File: config.mk
export PLATFORM = sky130hd
export DESIGN_NAME = ram_bist_ctrl
export DESIGN_NICKNAME = d
export VERILOG_FILES = /design/src/rtl/ram_bist_pkg.sv /design/src/rtl/ram_bist_addr_gen.sv /design/src/rtl/ram_bist_ctrl.sv
export SDC_FILE = /design/constraint.sdc
export NUM_CORES = 1
export LEC_CHECK = 0
export CORE_AREA = 5 5 54 56
export CTS_BUF_LIST = sky130_fd_sc_hd__clkbuf_8
export CTS_CLUSTER_SIZE = 24
export DETAILED_ROUTE_END_ITERATION = 6
export DIE_AREA = 0 0 59 61
export PLACE_DENSITY = 0.72
export SYNTH_ARGS = -nofsm -noshare
export SYNTH_HDL_FRONTEND = slang
export SYNTH_SLANG_ARGS = --single-unit
File: constraint.sdc
create_clock -name clk -period 2.2 [get_ports clk]
set_input_delay 0.44 -clock clk [delete_from_list [all_inputs] [get_ports clk]]
set_output_delay 0.44 -clock clk [all_outputs]
set_load 0.03 [all_outputs]
File: src/rtl/ram_bist_pkg.sv
// ram_bist_pkg: shared FSM states, march element indices and per-element control tables.
package ram_bist_pkg;

    typedef enum logic [1:0] {IDLE, RUN, DONE} state_e;

    localparam logic [2:0] M0 = 3'd0;
    localparam logic [2:0] M1 = 3'd1;
    localparam logic [2:0] M2 = 3'd2;
    localparam logic [2:0] M3 = 3'd3;
    localparam logic [2:0] M4 = 3'd4;
    localparam logic [2:0] M5 = 3'd5;

    localparam int NUM_ELEMS  = 6;
    localparam int ADDR_W_DEF = 4;
    localparam int NUM_OPS    = NUM_ELEMS * 2**ADDR_W_DEF;

    // Bit e of each table describes element Me.
    localparam logic [5:0] ELEM_DOWN    = 6'b111000;
    localparam logic [5:0] ELEM_RD      = 6'b111110;
    localparam logic [5:0] ELEM_WR      = 6'b011111;
    localparam logic [5:0] ELEM_EXP_INV = 6'b010100;
    localparam logic [5:0] ELEM_WR_INV  = 6'b001010;

    function automatic int num_ops(input int addr_w);
        return NUM_ELEMS * 2**addr_w;
    endfunction

endpackage

File: src/rtl/ram_bist_addr_gen.sv
// ram_bist_addr_gen: up/down address counter, loadable to 0 or max, with last-address flag.
module ram_bist_addr_gen #(
    parameter int ADDR_W = 4
) (
    input  logic              clk,
    input  logic              rst_n,
    input  logic              clr_i,
    input  logic              load_i,
    input  logic              load_max_i,
    input  logic              step_i,
    input  logic              down_i,
    output logic [ADDR_W-1:0] addr_o,
    output logic              last_o
);

    logic [ADDR_W-1:0] addr_q, addr_d;

    always_comb begin
        addr_d = addr_q;
        if (clr_i)
            addr_d = '0;
        else if (load_i)
            addr_d = load_max_i ? '1 : '0;
        else if (step_i)
            addr_d = down_i ? addr_q - 1'b1 : addr_q + 1'b1;
    end

    always_ff @(posedge clk or negedge rst_n) begin
        if (!rst_n)
            addr_q <= '0;
        else
            addr_q <= addr_d;
    end

    assign addr_o = addr_q;
    assign last_o = down_i ? (addr_q == '0) : (addr_q == '1);

endmodule

File: src/rtl/ram_bist_ctrl.sv
// ram_bist_ctrl: march BIST initiator (M0..M5) for a single-port RAM with async read.
// Define BIST_FAIL_LOG_EN to build the first-mismatch capture registers (fail_addr/data/elem).
module ram_bist_ctrl
    import ram_bist_pkg::*;
#(
    parameter int                ADDR_W = 4,
    parameter int                DATA_W = 8,
    parameter logic [DATA_W-1:0] BG     = '0
) (
    input  logic              clk,
    input  logic              rst_n,
    input  logic              start,
    output logic              busy,
    output logic              done,
    output logic              pass,
    output logic              ram_we,
    output logic [ADDR_W-1:0] ram_addr,
    output logic [DATA_W-1:0] ram_din,
    input  logic [DATA_W-1:0] ram_dout,
    output logic [ADDR_W-1:0] fail_addr,
    output logic [DATA_W-1:0] fail_data,
    output logic [2:0]        fail_elem
);

    state_e            state_q, state_d;
    logic [2:0]        elem_q, elem_d;
    logic              ok_q, ok_d;
    logic [ADDR_W-1:0] addr;
    logic              last, clr, load, load_max, step;
    logic              accept, mismatch;
    logic [2:0]        nxt_elem;
    logic [DATA_W-1:0] exp_pat, wr_pat;

    assign nxt_elem = elem_q + 3'd1;
    assign exp_pat  = ELEM_EXP_INV[elem_q] ? ~BG : BG;
    assign wr_pat   = ELEM_WR_INV[elem_q] ? ~BG : BG;
    assign accept   = start && state_q != RUN;
    assign mismatch = state_q == RUN && ELEM_RD[elem_q] && ram_dout != exp_pat;

    ram_bist_addr_gen #(.ADDR_W(ADDR_W)) u_addr_gen (
        .clk       (clk),
        .rst_n     (rst_n),
        .clr_i     (clr),
        .load_i    (load),
        .load_max_i(load_max),
        .step_i    (step),
        .down_i    (ELEM_DOWN[elem_q]),
        .addr_o    (addr),
        .last_o    (last)
    );

    always_comb begin
        state_d  = state_q;
        elem_d   = elem_q;
        ok_d     = ok_q;
        clr      = state_q != RUN;
        load     = 1'b0;
        load_max = 1'b0;
        step     = 1'b0;
        unique case (state_q)
            IDLE, DONE: begin
                elem_d = M0;
                if (start) begin
                    state_d = RUN;
                    ok_d    = 1'b1;
                end
            end
            RUN: begin
                step = 1'b1;
                if (mismatch)
                    ok_d = 1'b0;
                // Each element starts at its own first address, so the next
                // element's direction decides what the counter reloads to.
                if (last) begin
                    if (elem_q == M5) begin
                        state_d = DONE;
                    end else begin
                        elem_d   = nxt_elem;
                        load     = 1'b1;
                        load_max = ELEM_DOWN[nxt_elem];
                    end
                end
            end
            default: state_d = IDLE;
        endcase
    end

    always_ff @(posedge clk or negedge rst_n) begin
        if (!rst_n) begin
            state_q <= IDLE;
            elem_q  <= M0;
            ok_q    <= 1'b0;
        end else begin
            state_q <= state_d;
            elem_q  <= elem_d;
            ok_q    <= ok_d;
        end
    end

    assign busy     = state_q == RUN;
    assign done     = state_q == DONE;
    assign pass     = done && ok_q;
    assign ram_we   = busy && ELEM_WR[elem_q];
    assign ram_addr = busy ? addr : '0;
    assign ram_din  = busy ? wr_pat : '0;

`ifdef BIST_FAIL_LOG_EN
    logic [ADDR_W-1:0] fail_addr_q;
    logic [DATA_W-1:0] fail_data_q;
    logic [2:0]        fail_elem_q;

    // ok_q still high means this is the first mismatch of the run.
    always_ff @(posedge clk or negedge rst_n) begin
        if (!rst_n) begin
            fail_addr_q <= '0;
            fail_data_q <= '0;
            fail_elem_q <= '0;
        end else if (accept) begin
            fail_addr_q <= '0;
            fail_data_q <= '0;
            fail_elem_q <= '0;
        end else if (mismatch && ok_q) begin
            fail_addr_q <= addr;
            fail_data_q <= ram_dout;
            fail_elem_q <= elem_q;
        end
    end

    assign fail_addr = fail_addr_q;
    assign fail_data = fail_data_q;
    assign fail_elem = fail_elem_q;
`else
    assign fail_addr = '0;
    assign fail_data = '0;
    assign fail_elem = '0;
`endif

endmodule
==> impl_metrics.tcl, run 1 <==
set metrics [dict create \
    dr_total_vias 745 \
    io_port_bufs 26 \
    final_hpwl_from_detailed_placement_mm 1.66 \
    initialDrtViolationCount 32 \
    routedWlPerCell_microns 12.3 \
    worst-setup-path-type "register to output port" \
    synth_cell_types 31 \
    initial_antenna_violation_count 0 \
    cp_data_arrival_time_ns 1.66 \
    clock_tree_from_tritoncts "built" \
    die_h_microns 61 \
    gp_routability_congestion 0.847 \
    cp_slowest_stage_delay_ns 0.41 \
    antennaDiodeCount 0 \
    globalRoute.totalOverflow 0 \
    drc_errors 0 \
    h-tree-depth 1 \
    route.final.wire_length_mm 1.95 \
    gr-usage-all-layers 0.110 \
    synth_seq_cells 10 \
    power_mw 0.474 \
    post_route_skew_ns 0.00115 \
    final.min_clock_period_ns 2.10 \
    outcome "finished clean" \
    setup_ws_ns 0.0953 \
    synth.cell_area_sq_um 903 \
    yosys_warnings 0 \
    detail_route.vias_per_cell 4.72 \
    synth_top_area_cell "sky130_fd_sc_hd__dfrtp_1" \
    rsz_0062_raised_after_global_routing "true" \
    detailed_place.area_sq_mm 0.00111 \
    grt_max_degree 11 \
    post_synthesis_sequential_area_ratio 0.277 \
    yosys.cell_count.top_type "sky130_fd_sc_hd__buf_4" \
    startpoint_type "register" \
    timing.critical_path.to_type "output port" \
    layout_cell_share_with_drive_strength_beyond_1 0.117 \
    final_hold_viol_count 0 \
    hold-worst-slack_ns 0.527 \
    p_leak_nw 0.528 \
    fp.dieArea_sq_mm 0.00360 \
    post-place-ws_ns 0.0139 \
    std_cell_rows 18 \
    report.final.slew_viol_count 0 \
    cts-root-buf "sky130_fd_sc_hd__clkbuf_8" \
    min_path_type "input port to async pin" \
    synth-main-ff-cell "sky130_fd_sc_hd__dfrtp_1" \
    asyncSetResetFlopFracSynth 1.00 \
    crit_slowest_cell "sky130_fd_sc_hd__dfrtp_1" \
    final.fill_count 260 \
    clock_tree.buffer_depth 2 \
    yosys.area.top_type_share 0.277 \
    die_width_microns 59 \
    cap_viol_max_count 0 \
    finalCritPeriodShare 0.957 \
    initial_core_util 0.378 \
    power_density_over_the_cells_mw_per_mm2 413 \
    final_antenna_net_count 0 \
    clk-insertion-delay-late_ns 0.24 \
    final_nets 148 \
    number_of_setup_violations_in_the_final_report 0 \
    final_design_area_no_fill_sq_mm 0.00115 \
    detailedRoute.firstPassIterationCount 4 \
    io_pins 42 \
    clkSlewWorstSetupHoldPaths_ns 0.05 \
    netlist_instances 104 \
    cts_made_buffers 3 \
    grt_first_pass_wirelength_mm 2.99 \
    cts_post_setup_buffers_inserted 0 \
    timing.critical_path.required_ns 1.76 \
    post_synth_main_area_contributors "sky130_fd_sc_hd__dfrtp_1 (28%), sky130_fd_sc_hd__buf_4 (18%), sky130_fd_sc_hd__ha_1 (9.7%), sky130_fd_sc_hd__a21oi_1 (6.1%), sky130_fd_sc_hd__inv_1 (4.2%)" \
    synth.avg_cell_area_sq_um 8.69 \
    max_clock_freq_mhz 475 \
    synth_edf_count 0 \
    critPathMaxFanout 8 \
    vdd_drop_max_uv 333 \
    post_synth_most_frequent_cells "sky130_fd_sc_hd__buf_4 (22), sky130_fd_sc_hd__a21oi_1 (11), sky130_fd_sc_hd__dfrtp_1 (10), sky130_fd_sc_hd__inv_1 (10), sky130_fd_sc_hd__ha_1 (7)" \
    core_region_area_sq_mm 0.00239 \
    critical_path.cell_chain "nand2b_1, nor3_2, buf_4, dlygate4sd2_1" \
    area_delta_synth_final_pct 27.0 \
    totalNegativeSetupSlack_ns 0 \
    first_global_vias 720 \
    cts.sink_count 10 \
]
registers in the layout, summed over array words and instances (netlist names):
register           count
elem_q                 3
ok_q                   1
u_addr_gen.addr_o      4
state_q                2
placed cells by master, fill, tap and decap left out, drive strengths merged:
cell	synthesis	final
dlymetal6s2s	0	1
a22oi	1	1
nand4	2	2
buf	23	3
nor2b	1	1
nor4	3	3
or3	1	1
clkdlybuf4s50	0	11
o21ai	3	3
nand2b	1	1
dlygate4sd2	0	11
conb	1	15
and4	1	1
a21o	1	1
a2111oi	1	1
nor3	1	1
nor2	5	5
o22ai	1	1
a22o	1	1
dfrtp	10	10
inv	10	10
and2	3	3
clkbuf	0	6
a21boi	1	1
a2bb2oi	1	1
fa	1	1
xor2	2	2
mux2i	3	3
nand2	6	6
ha	7	7
a21oi	11	11
a31oi	1	1
xnor2	1	1
clkdlybuf4s15	0	1
cell type report:
cell class | instances | area [sq um] | share of cell area
inverters | 10 | 37.5 | 0.0327
multi-input cells | 75 | 505 | 0.441
clock buffers | 4 | 55.1 | 0.0480
flip-flops and latches | 10 | 250 | 0.218
repair buffers | 29 | 262 | 0.228
well taps | 30 | 37.5 | 0.0327
power by group:
group | switching (mW) | internal, mW
clock network | 0.0727 | 0.157
registers | 0 | 0.184
logic | 0.0427 | 0.0166
total | 0.115 | 0.358
kinds of logic after synthesis:
family                     count (synthesis)  share of synthesized area
buffers and inverters                     33                      0.230
muxes                                      3                     0.0332
AOI/OAI and AO/OA                         22                      0.152
and+or+nand+nor                           24                      0.155
xor gates and xnor gates                   3                     0.0291
other                                      1                    0.00415
DFF                                       10                      0.277
adders and majority gates                  8                      0.119
worst paths after layout:
path                                              from                               end  slack [ns]  depth (start not counted)
max in group asynchronous                        rst_n             elem_q[0]$_DFFE_PN0P_        1.36                          1
worst max register to register   elem_q[0]$_DFFE_PN0P_  u_addr_gen.addr_o[3]$_DFFE_PN0P_        0.19                          9
worst min register to register        ok_q$_DFFE_PN0P_                  ok_q$_DFFE_PN0P_        0.54                          2
worst max-delay path            state_q[1]$_DFFE_PN0P_                        ram_din[2]         0.1                          4
min in group clk                      ok_q$_DFFE_PN0P_                  ok_q$_DFFE_PN0P_        0.54                          2
worst min-delay path                             rst_n  u_addr_gen.addr_o[0]$_DFFE_PN0P_        0.53                          1
layer usage:
metal / up-vias / GRT usage / routed length, microns
met2: 29 / 0.200 / 969
li1: 363 / - / -
met4: 0 / 0.0485 / 26
met5: - / 0 / 0
met1: 349 / 0.128 / 822
met3: 4 / 0.0149 / 128
stage by stage:
stage / utilization / std cells
6_report: 0.481 / 158
5_1_grt: 0.481 / 158
4_1_cts: 0.481 / 158
3_5_place_dp: 0.465 / 154
3_3_place_gp: 0.465 / 154
2_1_floorplan: - / 118
critical path: cells and delay by family (launching register included):
kind,cells,cell delay (ns)
AND/OR/NAND/NOR,2,0.46
flip-flops,1,0.41
buffers and inverters,2,0.56
timing repair:
action / CTS / global route
gates cloned: 0 / 0
endpoints found under the setup margin: 14 / 12
resized for setup: 14 / 7
hold buffers: 0 / 0
pin swaps: 0 / 0
Note: power is estimated with default switching activity, not from simulation.
==> inputs of run 2 (changes only) <==
--- a/config.mk
+++ b/config.mk
@@ -11,6 +11,7 @@
 export DETAILED_ROUTE_END_ITERATION = 6
 export DIE_AREA = 0 0 59 61
 export PLACE_DENSITY = 0.72
+export SLEW_MARGIN = 10
 export SYNTH_ARGS = -nofsm -noshare
 export SYNTH_HDL_FRONTEND = slang
 export SYNTH_SLANG_ARGS = --single-unit
==> results of run 2 <==
No change in the layout: final DEF, timing and power equal those of run 1.
==> inputs of run 3 (changes only) <==
--- a/config.mk
+++ b/config.mk
@@ -11,7 +11,7 @@
 export DETAILED_ROUTE_END_ITERATION = 6
 export DIE_AREA = 0 0 59 61
 export PLACE_DENSITY = 0.72
-export SLEW_MARGIN = 10
+export SLEW_MARGIN = 0
 export SYNTH_ARGS = -nofsm -noshare
 export SYNTH_HDL_FRONTEND = slang
 export SYNTH_SLANG_ARGS = --single-unit
==> results of run 3 <==
No change in the layout: final DEF, timing and power equal those of run 1.
